==> config.mk <==
export PLATFORM = sky130hd
export DESIGN_NAME = repetition_task
export DESIGN_NICKNAME = d
export VERILOG_FILES = /design/src/rtl/hw_aff3ct_pkg.sv /design/src/rtl/repetition_task.sv
export SDC_FILE = /design/constraint.sdc
export NUM_CORES = 1
export LEC_CHECK = 0
export BUFFER_PORTS_ARGS = -buffer_cell sky130_fd_sc_hd__buf_4
export CAP_MARGIN = 5
export CORE_MARGIN = 3
export CORE_UTILIZATION = 45
export CTS_CLUSTER_DIAMETER = 30
export DETAILED_ROUTE_END_ITERATION = 6
export PLACE_DENSITY = 0.71
export SKIP_LAST_GASP = 1
export SYNTH_ARGS = -nofsm -noshare
export SYNTH_HDL_FRONTEND = slang
export SYNTH_SLANG_ARGS = --single-unit
==> constraint.sdc <==
create_clock -name i_clk -period 1.7 [get_ports i_clk]
set_clock_uncertainty 0.1 [all_clocks]
set_input_delay 0.085 -clock i_clk [delete_from_list [all_inputs] [get_ports i_clk]]
set_output_delay 0.085 -clock i_clk [all_outputs]
set_load 0.01 [all_outputs]
==> src/rtl/hw_aff3ct_pkg.sv <==
// Shared types and constants for the repetition processing task.
package hw_aff3ct_pkg;

    localparam int DEFAULT_DATA_WIDTH = 8;

    typedef enum logic [1:0] {
        S_IDLE = 2'd0,
        S_WAIT = 2'd1,
        S_EMIT = 2'd2
    } rep_state_t;

    // Counter width that stays at least one bit for degenerate counts of 1.
    function automatic int cnt_width(input int n);
        return (n > 1) ? $clog2(n) : 1;
    endfunction

endpackage

==> src/rtl/repetition_task.sv <==
// Repetition encoder between two sockets: pops one word, pushes REP copies,
// and marks the final copy of the final word of each FRAME_LEN-word frame.
module repetition_task
    import hw_aff3ct_pkg::*;
#(
    parameter int DATA_WIDTH = DEFAULT_DATA_WIDTH,
    parameter int REP        = 3,
    parameter int FRAME_LEN  = 4
) (
    input  logic                  i_clk,
    input  logic                  i_rst,
    input  logic [DATA_WIDTH-1:0] i_data,
    input  logic                  i_dv,
    input  logic                  i_empty,
    output logic                  o_rd_en,
    input  logic                  i_full,
    output logic [DATA_WIDTH-1:0] o_data,
    output logic                  o_wr_en,
    output logic                  o_last,
    output logic                  o_busy
);

    // state  | meaning
    // S_IDLE | waiting for upstream data; issues the read strobe
    // S_WAIT | read issued, capturing the word when i_dv arrives
    // S_EMIT | writing REP copies of hold_q, stalling on i_full

    localparam int RW = cnt_width(REP);
    localparam int FW = cnt_width(FRAME_LEN);
    localparam logic [RW-1:0] REP_LAST  = RW'(REP - 1);
    localparam logic [FW-1:0] WORD_LAST = FW'(FRAME_LEN - 1);

    rep_state_t            state_q, state_d;
    logic [DATA_WIDTH-1:0] hold_q, hold_d;
    logic [RW-1:0]         rep_cnt_q, rep_cnt_d;
    logic [FW-1:0]         word_idx_q, word_idx_d;
    logic                  rd_en;
    logic                  wr_en;

    always_comb begin
        state_d    = state_q;
        hold_d     = hold_q;
        rep_cnt_d  = rep_cnt_q;
        word_idx_d = word_idx_q;
        rd_en      = 1'b0;
        wr_en      = 1'b0;
        unique case (state_q)
            S_IDLE: begin
                rd_en = ~i_empty;
                if (!i_empty) begin
                    state_d = S_WAIT;
                end
            end
            S_WAIT: begin
                if (i_dv) begin
                    hold_d    = i_data;
                    rep_cnt_d = '0;
                    state_d   = S_EMIT;
                end
            end
            S_EMIT: begin
                wr_en = ~i_full;
                if (wr_en) begin
                    if (rep_cnt_q == REP_LAST) begin
                        rep_cnt_d  = '0;
                        word_idx_d = (word_idx_q == WORD_LAST) ? '0 : word_idx_q + 1'b1;
                        state_d    = S_IDLE;
                    end else begin
                        rep_cnt_d = rep_cnt_q + 1'b1;
                    end
                end
            end
            default: begin
                state_d = S_IDLE;
            end
        endcase
    end

    always_ff @(posedge i_clk) begin
        if (i_rst) begin
            state_q    <= S_IDLE;
            hold_q     <= '0;
            rep_cnt_q  <= '0;
            word_idx_q <= '0;
        end else begin
            state_q    <= state_d;
            hold_q     <= hold_d;
            rep_cnt_q  <= rep_cnt_d;
            word_idx_q <= word_idx_d;
        end
    end

    // Strobes are masked during reset so nothing moves on the reset cycle itself.
    assign o_rd_en = rd_en & ~i_rst;
    assign o_wr_en = wr_en & ~i_rst;
    assign o_last  = wr_en & ~i_rst & (rep_cnt_q == REP_LAST) & (word_idx_q == WORD_LAST);
    assign o_busy  = (state_q != S_IDLE) & ~i_rst;
    assign o_data  = ((state_q == S_EMIT) && !i_rst) ? hold_q : '0;

endmodule
==> results_dict.tcl <==
set metrics [dict create \
    status "finished, final reports clean" \
    final_layout_size_suffix_gt1_share_pct 30.77 \
    drt_iter0_drc 9 \
    cellPowerDensity_mw_per_mm2 668.8 \
    grt_max_degree 19 \
    maxSlewViolCount 0 \
    grt_pass1_wl_mm 2.484 \
    synthCells 70 \
    ys_ff_latch 14 \
    routed_via_density 5.254 \
    period_share_pct 91.53 \
    ys.flop_type "dfxtp_1" \
    drc 0 \
    cts_buffer_depth 2 \
    fin_nets 120 \
    die_w_um 43.51 \
    syn_avg_cell_area_um2 9.044 \
    synth_most_common_cell "dfxtp_1" \
    finalHoldViolCount 0 \
    synth_top_family_by_area "simple AND/OR/NAND/NOR gates" \
    htreeDepth 1 \
    ys_top_cells_by_count "14 x dfxtp_1, 11 x nor2_1, 8 x and2_1, 8 x mux2i_1, 5 x a21oi_1" \
    yosys.area_share.xor_xnor_pct 0 \
    async_flop_share_pct 0 \
    area_growth_pct 50.40 \
    path_max_fanout 9 \
    rsz0062_at_grt "false" \
    gp_congestion 0.7913 \
    synth-seq-area-share_pct 44.27 \
    arrival_ns 1.37 \
    slew_headroom_pct 71.49 \
    critPathKind "register to output port" \
    grt_usage_pct 17.50 \
    hp-class "input pin to register" \
    cts_sinks 14 \
    syn_area_um2 633.1 \
    holdWs_ns 0.01106 \
    first_pass_iters 3 \
    yosys.area.top_type "dfxtp_1" \
    setup_violations 0 \
    synthTopCellsByArea "dfxtp_1 44%, mux2i_1 13%, and2_1 7.9%" \
    p_sw_share_pct 24.16 \
    core_region_area_mm2 0.001216 \
    power_leakage_nw 0.4593 \
    power_switching_mw 0.1538 \
    yosysTopAreaCellShare_pct 44.27 \
    cts_made_buffers 3 \
    synth_nets 84 \
    internal_power_mw 0.4830 \
    ir_drop_mv 0.4542 \
    ys_types 23 \
    worstPathRequired_ns 1.51 \
    routed_wl_mm 1.500 \
    rows 12 \
    ios 25 \
    cts_root_buffer "clkbuf_4" \
    fmax_mhz 642.7 \
    fin_tns_setup_ns 0 \
    initial_utilization_pct 52.06 \
    fp.dieH_um 43.51 \
    diodes 0 \
    drv_cap 0 \
    synthAdderAreaFrac_pct 1.976 \
    pwr-share-seq_pct 55.4 \
    antenna_found_initial 0 \
    pwr-share-comb_pct 15.7 \
    vias 620 \
    grt_remaining_overflow 0 \
    dp_hpwl_um 975.1 \
    synth_compound_area_share_pct 9.289 \
    worst_pin_slew_ns 0.4168 \
    min_period_ns 1.556 \
    synth-simple-area-share_pct 29.25 \
    fillers 86 \
    critPathLaunchType "register" \
    synth-edff-count 0 \
    end_kind "output port" \
    die_area_mm2 0.001893 \
    wire_per_inst_um 12.71 \
    synth.area.mux_share_pct 12.65 \
    grt_pass1_vias 561 \
    path_clk_slew_ns 0.08 \
    ys.warnings.count 0 \
    ant_nets 0 \
    cts_tree "done" \
    insertion_delay_ns 0.27 \
    portBuffers 24 \
    clkPwrFrac_pct 28.9 \
]
-- flip-flops by register name (all words and copies together), names as in the netlist --
name,cells
rep_cnt_q,2
state_q,2
word_idx_q,2
hold_q,8
-- cells by family (layout without fill, tap and decap cells) --
logic type / count (synthesis) / count (layout)
adder cells (fa/ha/maj): 1 / 1
AO/OA/AOI/OAI: 10 / 10
multiplexers: 8 / 8
flip-flops: 14 / 14
buffers and inverters: 4 / 38
AND/OR/NAND/NOR: 33 / 33
-- final timing paths --
kind,end,slack [ns],depth (start not counted),from
max,o_data[3],0.14,5,state_q[0]
min reg2reg,hold_q[4],0.40,2,hold_q[4]
max reg2reg,word_idx_q[0],0.22,3,rep_cnt_q[1]
min,state_q[1],0.01,2,i_rst
-- per-layer routing --
metal  wire, um  GRT usage, %  share of wire (%)  vias up
li1           -             -                  -      313
met5          0             0                  0        -
met2        752         28.02                 50       14
met3         76         4.149                5.1        2
met4         14         9.036               0.93        0
met1        657         21.72                 44      291
-- cell type report --
cell class	count	area (um^2)	share of cell area [%]
clock buffer	3	22.52	2.365
sequential	14	282.8	29.70
tap	14	17.52	1.840
timing repair buffer	35	285.3	29.96
multi-input combinational	52	344.1	36.14
-- timing repair --
item / 4_1_cts / 5_1_grt
buffers inserted: 0 / 0
pin swaps: 0 / 0
hold buffers: 9 / 0
endpoints found under the hold margin: 9 / 0
endpoints found under the setup margin: 8 / 8
gates resized for setup: 1 / 3
-- per-stage QoR --
stage | total power [mW] | utilization, % | cell area (um^2) | setup slack [ns] | instances
2_1_floorplan | 0.3992 | - | 633.1 | 0.3153 | 70
3_3_place_gp | 0.4368 | 68.21 | 829.5 | 0.2838 | 106
3_5_place_dp | 0.4386 | 68.21 | 829.5 | 0.2536 | 106
4_1_cts | 0.6378 | 77.67 | 944.7 | 0.04846 | 118
5_1_grt | 0.6681 | 78.29 | 952.2 | 0.05824 | 118
6_report | 0.6368 | 78.29 | 952.2 | 0.1439 | 118
-- power groups by stage --
stage	clock network (mW)	logic [mW]	registers, mW
finish	0.184	0.100	0.353
global route	0.204	0.109	0.355
CTS	0.189	0.0979	0.351
detailed placement	0	0.0804	0.358
global placement	0	0.0797	0.357
floorplan	0	0.0438	0.355
-- placed cells by master (no fill, tap or decap) --
cell	n
or3b_1	1
nor4_1	1
nand2b_4	1
nand2_1	1
nor2_1	11
nand3_1	1
nand3b_1	1
nor2b_1	2
or4b_1	1
ha_1	1
and3_1	1
nor3_1	1
and2_1	8
buf_4	26
dfxtp_2	2
dfxtp_1	12
clkbuf_4	3
mux2i_1	8
a21oi_1	5
o211ai_1	2
or4_1	2
nor3b_1	1
a2111oi_0	1
o21ai_0	2
dlygate4sd3_1	9
-- critical path, stage by stage, from the launching register on --
cell and delay [ns]:
dfxtp_2 0.39, nand2b_4 0.18, nor2_1 0.06, buf_4 0.16
and2_1 0.16, buf_4 0.14
(Power assumes the default switching activity.)
